<file path="config.mk">
export PLATFORM = sky130hd
export DESIGN_NAME = count_seq_ctrl
export DESIGN_NICKNAME = d
export VERILOG_FILES = /design/src/rtl/count_seq_ctrl.sv
export SDC_FILE = /design/constraint.sdc
export NUM_CORES = 1
export LEC_CHECK = 0
export CORE_UTILIZATION = 25
export DETAILED_ROUTE_END_ITERATION = 8
export PLACE_DENSITY = 0.45
export SLEW_MARGIN = 25
export SYNTH_ARGS = -nofsm -noshare
export SYNTH_HDL_FRONTEND = slang
export SYNTH_SLANG_ARGS = --single-unit
</file>
<file path="constraint.sdc">
create_clock -name clk -period 2.77 [get_ports clk]
set_input_delay 0.4155 -clock clk [delete_from_list [all_inputs] [get_ports clk]]
set_output_delay 0.4155 -clock clk [all_outputs]
set_load 0.1 [all_outputs]
</file>
<file path="src/rtl/count_seq_ctrl.sv">
// count_seq_ctrl
//   Sequencer for a single-digit counter/display path. Debounced buttons and
//   switches pass a 2-flop synchronizer. Rising edges of the synchronized
//   buttons drive an IDLE/RUN/PAUSE state machine. The state machine steps a
//   modulo-MOD up/down counter, either from a prescaler tick (RUN) or from
//   manual step presses (IDLE/PAUSE).
//
//   Ports
//     clk       system clock, all state on posedge
//     reset     asynchronous active-low reset, clears all state
//     btn_run   debounced level, each rising edge toggles run/pause
//     btn_step  debounced level, each rising edge is one manual step
//     up        switch level, 1 = count up, 0 = count down
//     clear     switch level, while high count=0 and state=IDLE
//     count     current count value (WIDTH bits)
//     carry     one-cycle pulse after a wrapping step
//     running   high while in RUN
//     leds      active-low 7-segment pattern of count, leds[0]=a .. leds[6]=g
module count_seq_ctrl #(
    parameter int CLK_DIV = 50_000_000,
    parameter int MOD     = 10,
    parameter int WIDTH   = 4
) (
    input  logic             clk,
    input  logic             reset,
    input  logic             btn_run,
    input  logic             btn_step,
    input  logic             up,
    input  logic             clear,
    output logic [WIDTH-1:0] count,
    output logic             carry,
    output logic             running,
    output logic [6:0]       leds
);

    localparam int               PW       = (CLK_DIV > 2) ? $clog2(CLK_DIV) : 1;
    localparam logic [PW-1:0]    PRE_LAST = PW'(CLK_DIV - 1);
    localparam logic [WIDTH-1:0] CNT_LAST = WIDTH'(MOD - 1);

    typedef enum logic [1:0] {
        ST_IDLE  = 2'b00,
        ST_RUN   = 2'b01,
        ST_PAUSE = 2'b10
    } state_t;

    // One modulo step; the MSB of the result flags a wrap.
    function automatic logic [WIDTH:0] step_count(input logic [WIDTH-1:0] cur,
                                                  input logic             dir_up);
        logic [WIDTH:0] res;
        if (dir_up) begin
            if (cur == CNT_LAST) begin
                res = {1'b1, {WIDTH{1'b0}}};
            end else begin
                res = {1'b0, cur + WIDTH'(1)};
            end
        end else begin
            if (cur == {WIDTH{1'b0}}) begin
                res = {1'b1, CNT_LAST};
            end else begin
                res = {1'b0, cur - WIDTH'(1)};
            end
        end
        return res;
    endfunction

    // Hex digit to active-low segments, bit order g..a.
    function automatic logic [6:0] hex_to_seg(input logic [3:0] d);
        logic [6:0] seg;
        case (d)
            4'h0:    seg = 7'b1000000;
            4'h1:    seg = 7'b1111001;
            4'h2:    seg = 7'b0100100;
            4'h3:    seg = 7'b0110000;
            4'h4:    seg = 7'b0011001;
            4'h5:    seg = 7'b0010010;
            4'h6:    seg = 7'b0000010;
            4'h7:    seg = 7'b1111000;
            4'h8:    seg = 7'b0000000;
            4'h9:    seg = 7'b0010000;
            4'hA:    seg = 7'b0001000;
            4'hB:    seg = 7'b0000011;
            4'hC:    seg = 7'b1000110;
            4'hD:    seg = 7'b0100001;
            4'hE:    seg = 7'b0000110;
            4'hF:    seg = 7'b0001110;
            default: seg = 7'b1111111;
        endcase
        return seg;
    endfunction

    // Synchronizer bit order: [0]=btn_run [1]=btn_step [2]=up [3]=clear
    logic [3:0]       r_sync1;
    logic [3:0]       r_sync2;
    logic [1:0]       r_btn_prev;
    state_t           r_state;
    state_t           w_state_nxt;
    logic [PW-1:0]    r_presc;
    logic [PW-1:0]    w_presc_nxt;
    logic [WIDTH-1:0] r_count;
    logic [WIDTH-1:0] w_count_nxt;
    logic             r_carry;
    logic             w_carry_nxt;
    logic             r_running;
    logic             w_do_step;
    logic             w_run_edge;
    logic             w_step_edge;
    logic             w_clear;
    logic             w_up;
    logic [WIDTH:0]   w_step_res;
    logic [3:0]       w_digit;

    assign w_run_edge  = r_sync2[0] & ~r_btn_prev[0];
    assign w_step_edge = r_sync2[1] & ~r_btn_prev[1];
    assign w_up        = r_sync2[2];
    assign w_clear     = r_sync2[3];
    assign w_step_res  = step_count(r_count, w_up);

    // Input synchronizers and button edge-detect history.
    always_ff @(posedge clk or negedge reset) begin
        if (!reset) begin
            r_sync1    <= 4'b0000;
            r_sync2    <= 4'b0000;
            r_btn_prev <= 2'b00;
        end else begin
            r_sync1    <= {clear, up, btn_step, btn_run};
            r_sync2    <= r_sync1;
            r_btn_prev <= r_sync2[1:0];
        end
    end

    // Next-state, prescaler and counter update in priority order:
    // clear > run edge > step edge > tick.
    always_comb begin
        w_state_nxt = r_state;
        w_presc_nxt = r_presc;
        w_count_nxt = r_count;
        w_carry_nxt = 1'b0;
        w_do_step   = 1'b0;

        if (w_clear) begin
            w_state_nxt = ST_IDLE;
            w_presc_nxt = {PW{1'b0}};
            w_count_nxt = {WIDTH{1'b0}};
        end else if (w_run_edge) begin
            // Every entry to RUN restarts the prescaler so the first auto
            // step lands a full CLK_DIV cycles later; a coincident step
            // edge is dropped by falling through this branch.
            w_presc_nxt = {PW{1'b0}};
            case (r_state)
                ST_RUN:  w_state_nxt = ST_PAUSE;
                default: w_state_nxt = ST_RUN;
            endcase
        end else if (w_step_edge && (r_state != ST_RUN)) begin
            w_do_step = 1'b1;
        end else if (r_state == ST_RUN) begin
            if (r_presc == PRE_LAST) begin
                w_presc_nxt = {PW{1'b0}};
                w_do_step   = 1'b1;
            end else begin
                w_presc_nxt = r_presc + PW'(1);
            end
        end else begin
            w_presc_nxt = {PW{1'b0}};
        end

        if (w_do_step) begin
            w_count_nxt = w_step_res[WIDTH-1:0];
            w_carry_nxt = w_step_res[WIDTH];
        end else begin
            w_carry_nxt = 1'b0;
        end
    end

    // State, prescaler, count and registered status outputs.
    always_ff @(posedge clk or negedge reset) begin
        if (!reset) begin
            r_state   <= ST_IDLE;
            r_presc   <= {PW{1'b0}};
            r_count   <= {WIDTH{1'b0}};
            r_carry   <= 1'b0;
            r_running <= 1'b0;
        end else begin
            r_state   <= w_state_nxt;
            r_presc   <= w_presc_nxt;
            r_count   <= w_count_nxt;
            r_carry   <= w_carry_nxt;
            r_running <= (w_state_nxt == ST_RUN);
        end
    end

    assign w_digit = 4'(r_count);
    assign count   = r_count;
    assign carry   = r_carry;
    assign running = r_running;
    assign leds    = hex_to_seg(w_digit);

endmodule

</file>
; Word level (Yosys, flattened, before mapping)
; Memory sizes are Yosys's and may differ from the RTL's.
; Index checks and enable logic that the tools add are counted.
[totals]
romBits = 112
out_inout_bits = 13
input_bits = 6
register_bits = 44
word_cells = 44
n_memories = 1
[memory_table]
columns = name, depth, word_bits, read_ports, rd_ports_with_merged_regs, write_ports, line
row1 = (name not given), 16, 7, 1, 0, 0, 69  ; case (d)
[classes]
n_mux = 19
n_reduce_logical = 3
eq_ne = 6
add_sub_neg = 3
n_bitwise = 4
[op_table]
columns = cell, count
row1 = 2-to-1 mux 26 bit, 5
row2 = "adder 26 x 1 -> 26 bit, second input constant", 1
row3 = "== test 26 bit, second input constant", 1
row4 = 2-to-1 mux 5 bit, 3
row5 = 2-to-1 mux 4 bit, 2
row6 = 2-to-1 mux 1 bit, 6
row7 = 2-to-1 mux 2 bit, 3
row8 = "adder 4 x 1 -> 4 bit, second input constant", 1
row9 = "== test 2 x 1 -> 1 bit, second input constant", 2
row10 = "== test 4 bit, second input constant", 1
row11 = zero test 4 bit, 1
row12 = "subtractor 4 x 1 -> 4 bit, second input constant", 1
row13 = "inequality test 3 bit, second input constant", 1
row14 = bitwise AND 1 bit, 2
row15 = "inequality test 2 x 1 -> 1 bit, second input constant", 1
row16 = NOT 1 bit, 2
row17 = nonzero test 2 bit, 1
row18 = logical AND 1 bit, 1

; Longest topological paths before layout
; Gate-level depths: netlist of run 1.
[logic_depth]
ltp_word = 7
mapped_depth = 8
mapped_depth_nobuf = 7

; Least setup slack after synthesis of run 1
; OpenSTA, ideal clock, no wires.
[synth_path]
path_kind = reg-to-output
from = register r_count[3] (netlist: count[3])
to = output port leds[0]
t_arrival_ps = 3840
stages_incl_launch_ff = 5
setup_slack_ps = -1486
cell_sequence = dfrtp_1 clkbuf_1 clkbuf_1 nor2_1 o31ai_1
[synth_between]
elab_chain_cells = 1
[synth_lines]
columns = item, line
row1 = from (decl), 99  ; logic [WIDTH-1:0] r_count;
row2 = from (signal assigned), 179  ; r_count <= {WIDTH{1'b0}};
row3 = from (signal assigned), 185  ; r_count <= w_count_nxt;
row4 = memory (16 x 7 bit), -
row5 = to (decl), 33  ; output logic [6:0] leds
; Every way passes these cells.

; Worst setup path in the final report of run 1
[layout_path]
from = register r_count[1] (netlist: count[1])
to = output port leds[3]
; The elaborated chain is that of the path after synthesis.

==> out/results.env, run 1 <==
CRITPATHREQUIREDTIME_NS=2.35
MOST_FREQUENT_STANDARD_CELL_IN_THE_LAYOUT_EXCLUDING_FILL_AND_TAP_CELLS='dfrtp_1'
NUMBER_OF_INSTANCES_IN_THE_SYNTHESIZED_NETLIST=280
VIA_PER_INST=5.25
MAXCAPVIOLCOUNT=0
P_SEQ_FRAC=0.489
STARTPOINT_KIND_OF_THE_WORST_SETUP_TIMING_PATH='register'
FIN_UTIL=0.315
TRITONCTS='done'
DPL.HPWL_UM=4450
POWER_DENSITY_mW_PER_MM2=442
IO-PIN-COUNT=19
PLACE.PORT_BUFFERS=18
DIE_WIDTH_UM=103
FF2FF_PATH_DEPTH=6
WIRE_PER_INST_UM=14.8
SYNTH_TOP_FLOP_CELL='dfrtp_1'
POSTCTSSETUPBUFFERS=0
PWR-SHARE-CLK=0.312
NUMCTSBUFFERS=5
SLEW_HEADROOM=0.480
FIN_TOTAL_PWR_W=0.00138
WORSTREG2REGSTART='r_presc[18]'
GROUTE.USAGE.OVERALL=0.130
GRT_MAX_DEGREE=37
AREAGROWTHSYNTHTOFINISH_PCT=21.2
NUM-NETS-FINAL=312
DRT_PRE_ANTENNA_ITERS=4
LEAK_PWR_nW=1.20
POSTSYNTHAREAPERCELL_SQ_UM=9.16
GP_ROUTABILITY_CONGESTION=0.784
TIMING.HOLD.WORST.CLASS='primary input to async pin'
MAX_CLOCK_FREQ_MHz=399
HOLD_BUFFERS=0
VIAS=2272
GR-TOTAL-OVERFLOW=0
GRT_PASS1_WL_UM=10900
FINAL_CELL_MIX='42 x dfrtp_1, 39 x a31oi_1, 26 x nand2_1'
WORSTSKEWPAIRLATENCY_NS=0.29
CLKSLEWWORSTSETUPHOLDPATHS_NS=0.09
YOSYSUNIQUECELLTYPES=51
VDD_IR_DROP_MAX_V=0.000208
CTS-HTREE-LEVELS=2
START_UTIL=0.260
PLACE_WS_NS=0.524
STD_CELL_ROWS=36
SYN_NETS=293
SYNTH.FF_LATCH_COUNT=44
WORST_R2R_ENDPOINT='r_presc[1]'
WL_FINAL_UM=6410
FP.COREAREA_SQ_MM=0.00986
TIMING.FINAL.HOLD_VIOLATIONS=0
REGTOREGSETUPSLACK_NS=0.51
SYNTH-WARNING-COUNT=0
TOTALNEGATIVESETUPSLACK_NS=0
SETUP_VIOLATIONS=0
CTSRESIZECOUNT=0
DRC=0
CLOCK_TREE.ROOT_CELL='clkbuf_8'
CRIT_FANOUT=9
COMB_POWER_SHARE=0.199
DR.FIRST_ITER.DRC_COUNT=148
ASYNCSETRESETFLOPFRACSYNTH=1.00
ARRIVAL_NS=2.09
GRT_PASS1_VIAS=2202
POST-ROUTE-PERIOD-UTIL=0.906
TOTAL_SWITCHING_POWER_W=0.000428
DIE-AREA_SQ_MM=0.0107
ANTENNA-DIODE-COUNT=0
CLOCK_SKEW_NS=0.00298
SEQ_TOTAL_AREA_YOSYS=0.429
STATUS='finished, final reports clean'
WORST-SETUP-PATH-TYPE='register to output port'
CTS_NUM_SINKS=44
FINAL_LAYOUT_SIZE_SUFFIX_GT1_FRAC=0.177
WORST_PIN_SLEW_NS=0.779
CTS.PATH.MAX_BUFFERS=2
CRIT_PATH_END_KIND='output port'
P_SW_FRAC=0.311
MIN_PERIOD_NS=2.51
GRT_SETUP_UNREPAIRED='false'
SYN_AREA_SQ_MM=0.00256
POSTROUTEANTENNANETS=0
NUMBER_OF_SYNTHESIZED_FLOPS_WITH_AN_ENABLE_PIN=0
FINALWORSTSETUPSLACK_NS=0.261
POWER_REPORT.INTERNAL_TOTAL_W=0.000947
FINAL_MAX_SLEW_VIOL_COUNT=0
ANTENNA_FOUND_INITIAL=0
FLOORPLAN.DIE.HEIGHT_UM=103
FILLERINSTANCES=1039
## worst max path at each step
stage | from | cells past startpoint | slack (ns) | endpoint
finish | count[1] | 5 | 0.26 | leds[3]
CTS | count[1] | 5 | 0.25 | leds[3]
detailed placement | r_presc[18] | 6 | 0.52 | r_presc[1]
floorplan | count[3] | 4 | -0.20 | leds[0]
global placement | r_presc[18] | 6 | 0.55 | r_presc[1]
global route | count[1] | 5 | 0.14 | leds[3]
## cells in the mapped netlist, types with 3 or more instances
cell       instances  area [sq um]
a21oi_1            5          25.0
a22o_1             3          26.3
a31oi_1           40           250
and2_1             4          25.0
and3_1             9          56.3
clkbuf_1          11          41.3
dfrtp_1           44          1100
ha_1               7          87.6
inv_1              9          33.8
nand2_1           26          97.6
nand2b_1           3          18.8
nand3_1           12          60.1
nand3b_1           3          22.5
nand4_1            9          56.3
nor2_1            18          67.6
nor2b_1            4          25.0
nor3_1             8          40.0
nor4_1             4          25.0
o211ai_1           3          22.5
o21ai_0           10          50.1
o2bb2ai_1          3          26.3
or3b_2             9          78.8
## stage by stage
stage	std cells	hold WS, ns	instance area, sq um
after floorplan	280	0.120	2620
final	433	0.106	3110
after global placement	425	0.332	3010
after detailed placement	425	0.335	3010
after global routing	433	0.139	3110
after CTS	433	0.113	3110
## flip-flops by register name, summed over array words and instances, names as in the netlist
| name | flops |
|---|---|
| r_sync2 | 4 |
| count | 4 |
| r_presc | 26 |
| running | 1 |
| r_state | 2 |
| carry | 1 |
| r_btn_prev | 2 |
| r_sync1 | 4 |
## routing by layer
| metal | vias to the layer above | routed length, um | track usage |
|---|---|---|---|
| met2 | 39 | 2870 | 0.210 |
| met1 | 1117 | 3300 | 0.185 |
| met5 | - | 0 | 0 |
| met4 | 0 | 50 | 0.0358 |
| li1 | 1112 | - | - |
| met3 | 4 | 180 | 0.0128 |
## power groups by stage
stage	Sequential (W)	Clock (W)	Combinational (W)
3_3_place_gp	0.000686	0	0.000276
2_1_floorplan	0.000707	0	0.000165
5_1_grt	0.000676	0.000466	0.000293
4_1_cts	0.000673	0.000452	0.000277
6_report	0.000673	0.000429	0.000274
3_5_place_dp	0.000686	0	0.000276
## kinds of logic after synthesis
kind of cell | Yosys count | share of synthesized area
AND/OR/NAND/NOR | 119 | 0.260
buffers and inverters | 24 | 0.0385
flip-flops | 44 | 0.429
adder cells (fa/ha/maj) | 7 | 0.0341
XOR/XNOR | 2 | 0.00683
multiplexers | 4 | 0.0210
AO/OA/AOI/OAI | 80 | 0.210
## worst max-delay path, stage by stage, from the launching register on
cell and delay [ns]:
dfrtp_1 0.55, inv_1 0.13, ha_1 0.39, inv_1 0.05, mux4_2 0.49, buf_12 0.19
## final cells by class
cell class | instances | area, sq um | area share
Tap cell | 133 | 166 | 0.0535
Sequential cell | 44 | 1100 | 0.355
Timing Repair Buffer | 26 | 278 | 0.0894
Multi-Input combinational cell | 212 | 1430 | 0.459
Clock inverter | 2 | 15.0 | 0.00483
Clock buffer | 6 | 82.6 | 0.0266
Inverter | 10 | 37.5 | 0.0121
Note: power is estimated with default switching activity, not from simulation.
==> run 2: changes to the inputs <==
- REMOVE_ABC_BUFFERS: unset -> 1
==> out/results.env, run 2 (synthesized netlist as in run 1, its figures left out) <==
STATUS='finished, final reports clean'
ROUTE.MET2.WL_UM=2800  # -2.7%
STARTPOINT_KIND_OF_THE_WORST_SETUP_TIMING_PATH='register'
DRT_PRE_ANTENNA_ITERS=5  # +1
MAXUSEDROUTINGLAYER='met4'
TOTALNEGATIVESETUPSLACK_NS=0  # unchanged
CTS.PATH.MAX_BUFFERS=2  # unchanged
CLOCK_SKEW_NS=0.00677  # +0.00380 ns
FINAL_MAX_SLEW_VIOL_COUNT=0  # unchanged
MOST_FREQUENT_STANDARD_CELL_IN_THE_LAYOUT_EXCLUDING_FILL_AND_TAP_CELLS='dfrtp_1'
FP.COREAREA_SQ_MM=0.00986  # unchanged
SLEW_HEADROOM=0.494  # +0.0139
GRT_PASS1_VIAS=2071  # -5.9%
M1WIRELENGTH_UM=3160  # -4.4%
VIA_PER_INST=5.19  # -1.1%
DIE-AREA_SQ_MM=0.0107  # unchanged
CTS-HTREE-LEVELS=2  # unchanged
CTS_NUM_SINKS=44  # unchanged
WIRE_PER_INST_UM=14.4  # -2.6%
MAX_FLOP_REGISTER='r_presc'
CRIT_PATH_END_KIND='output port'
CPLARGESTDELAYFAMILY='flip-flops'
VIAS=2242  # -1.3%
NUMCTSBUFFERS=5  # unchanged
CP_CELL_SEQUENCE='inv_1, ha_1, inv_1, mux4_2, buf_12'
FIN_TOTAL_PWR_W=0.00147  # +6.9%
TIMING.CRITICAL_PATH.BUF_INV=3  # unchanged
MAXCAPVIOLCOUNT=0  # unchanged
START_UTIL=0.260  # unchanged
POWER_DENSITY_mW_PER_MM2=479  # +8.1%
STD_CELL_ROWS=36  # unchanged
POSTROUTEANTENNANETS=0  # unchanged
GRT_SETUP_UNREPAIRED='false'
HOLD_BUFFERS=0  # unchanged
CPMOSTUSEDCELL='inv_1'
LARGEST_REGISTER_FF_COUNT=26  # unchanged
TIMING.FINAL.HOLD_VIOLATIONS=0  # unchanged
PLACE_WS_NS=0.447  # -0.0767 ns
FLOORPLAN.DIE.HEIGHT_UM=103  # unchanged
WORST-SETUP-PATH-TYPE='register to output port'
IO-PIN-COUNT=19  # unchanged
MAX_STAGE_DELAY_NS=0.53  # -0.02 ns
CLKSLEWWORSTSETUPHOLDPATHS_NS=0.08  # about the same
SETUP_VIOLATIONS=0  # unchanged
LEAK_PWR_nW=1.22  # +1.1%
POSTCTSSETUPBUFFERS=0  # unchanged
FF2FF_PATH_DEPTH=6  # unchanged
MIN_PERIOD_NS=2.49  # -0.0161 ns
NUM-NETS-FINAL=311  # -0.32%
AREAGROWTHSYNTHTOFINISH_PCT=19.8
CTSRESIZECOUNT=0  # unchanged
DR.FIRST_ITER.DRC_COUNT=197  # +33%
FINAL_CELL_MIX='44 x dfrtp_1, 40 x a31oi_1, 26 x nand2_1'
CLOCK_TREE.ROOT_CELL='clkbuf_8'
DPL.HPWL_UM=4210  # -5.6%
GROUTE.USAGE.OVERALL=0.128  # -0.00216
GP_ROUTABILITY_CONGESTION=0.765  # -2.5%
WORSTSKEWPAIRLATENCY_NS=0.29  # about the same
ARRIVAL_NS=2.08  # about the same
CRIT_FANOUT=9  # unchanged
DIE_WIDTH_UM=103  # unchanged
MAX_CLOCK_FREQ_MHz=401  # +0.65%
VDD_IR_DROP_MAX_V=0.000196  # -6.0%
FINAL_LAYOUT_SIZE_SUFFIX_GT1_FRAC=0.151  # -0.0262
PLACE_INST=424  # -0.24%
GR-TOTAL-OVERFLOW=0  # unchanged
INSTANCES_NO_FILL=432  # -0.23%
WORSTREG2REGSTART='r_presc[18]'
PLACE.PORT_BUFFERS=18  # unchanged
DRC=0  # unchanged
WL_FINAL_UM=6230  # -2.8%
ROUTED-WL-MET3_UM=224  # +24%
GRT_MAX_DEGREE=43  # +16%
WORST_R2R_ENDPOINT='r_presc[1]'
WORST_PIN_SLEW_NS=0.759  # -0.0209 ns
TRITONCTS='done'
REGTOREGSETUPSLACK_NS=0.45  # -0.06 ns
CRITPATHREQUIREDTIME_NS=2.35  # about the same
FIN_UTIL=0.311  # -0.00368
GRT_PASS1_WL_UM=10600  # -2.2%
TIMING.HOLD.WORST.CLASS='primary input to async pin'
CPMAXSTAGEDELAYCELL='dfrtp_1'
ANTENNA_FOUND_INITIAL=0  # unchanged
POST-ROUTE-PERIOD-UTIL=0.900  # -0.00582
ANTENNA-DIODE-COUNT=0  # unchanged
FINALWORSTSETUPSLACK_NS=0.277  # +0.0161 ns
## run 2: worst max path at each step
stage                      end   startpoint  cells after the start
finish                 leds[3]     count[1]                      5
global route           leds[3]     count[1]                      5
CTS                    leds[3]     count[1]                      5
detailed placement  r_presc[1]  r_presc[18]                      6
global placement    r_presc[1]  r_presc[18]                      6
floorplan              leds[0]     count[2]                      2
## run 2: stage by stage
step	instance area, sq um	hold WS (ns)
final	3070	0.0434
after global routing	3070	0.0597
after CTS	3070	0.0505
after detailed placement	2950	0.335
after global placement	2950	0.333
after floorplan	2500	0.120
## run 2: where the power goes
part,switching [W],internal [W]
sequential,0.0000126,0.000655
clock,0.000217,0.000318
combinational,0.000183,0.0000839
## run 2: layout make-up
type | count | area (sq um)
Fill cell | 1003 | 6790
Multi-Input combinational cell | 212 | 1370
Sequential cell | 44 | 1100
Timing Repair Buffer | 25 | 270
Tap cell | 133 | 166
Clock buffer | 7 | 96.3
Inverter | 10 | 37.5
Clock inverter | 1 | 30.0
## run 2: worst register-to-register path: stages, from the launching register on
cell	delay, ns
dfrtp_1	0.43
or4b_1	0.54
nor4_2	0.25
nand4_2	0.21
buf_4	0.32
and2_1	0.24
a22o_1	0.23
## run 2: routing by layer
| layer | global-route usage | up-vias |
|---|---|---|
| met1 | 0.189 | 1079 |
| met3 | 0.0195 | 4 |
| met4 | 0.0358 | 0 |
| li1 | - | 1104 |
| met5 | 0 | - |
| met2 | 0.192 | 55 |
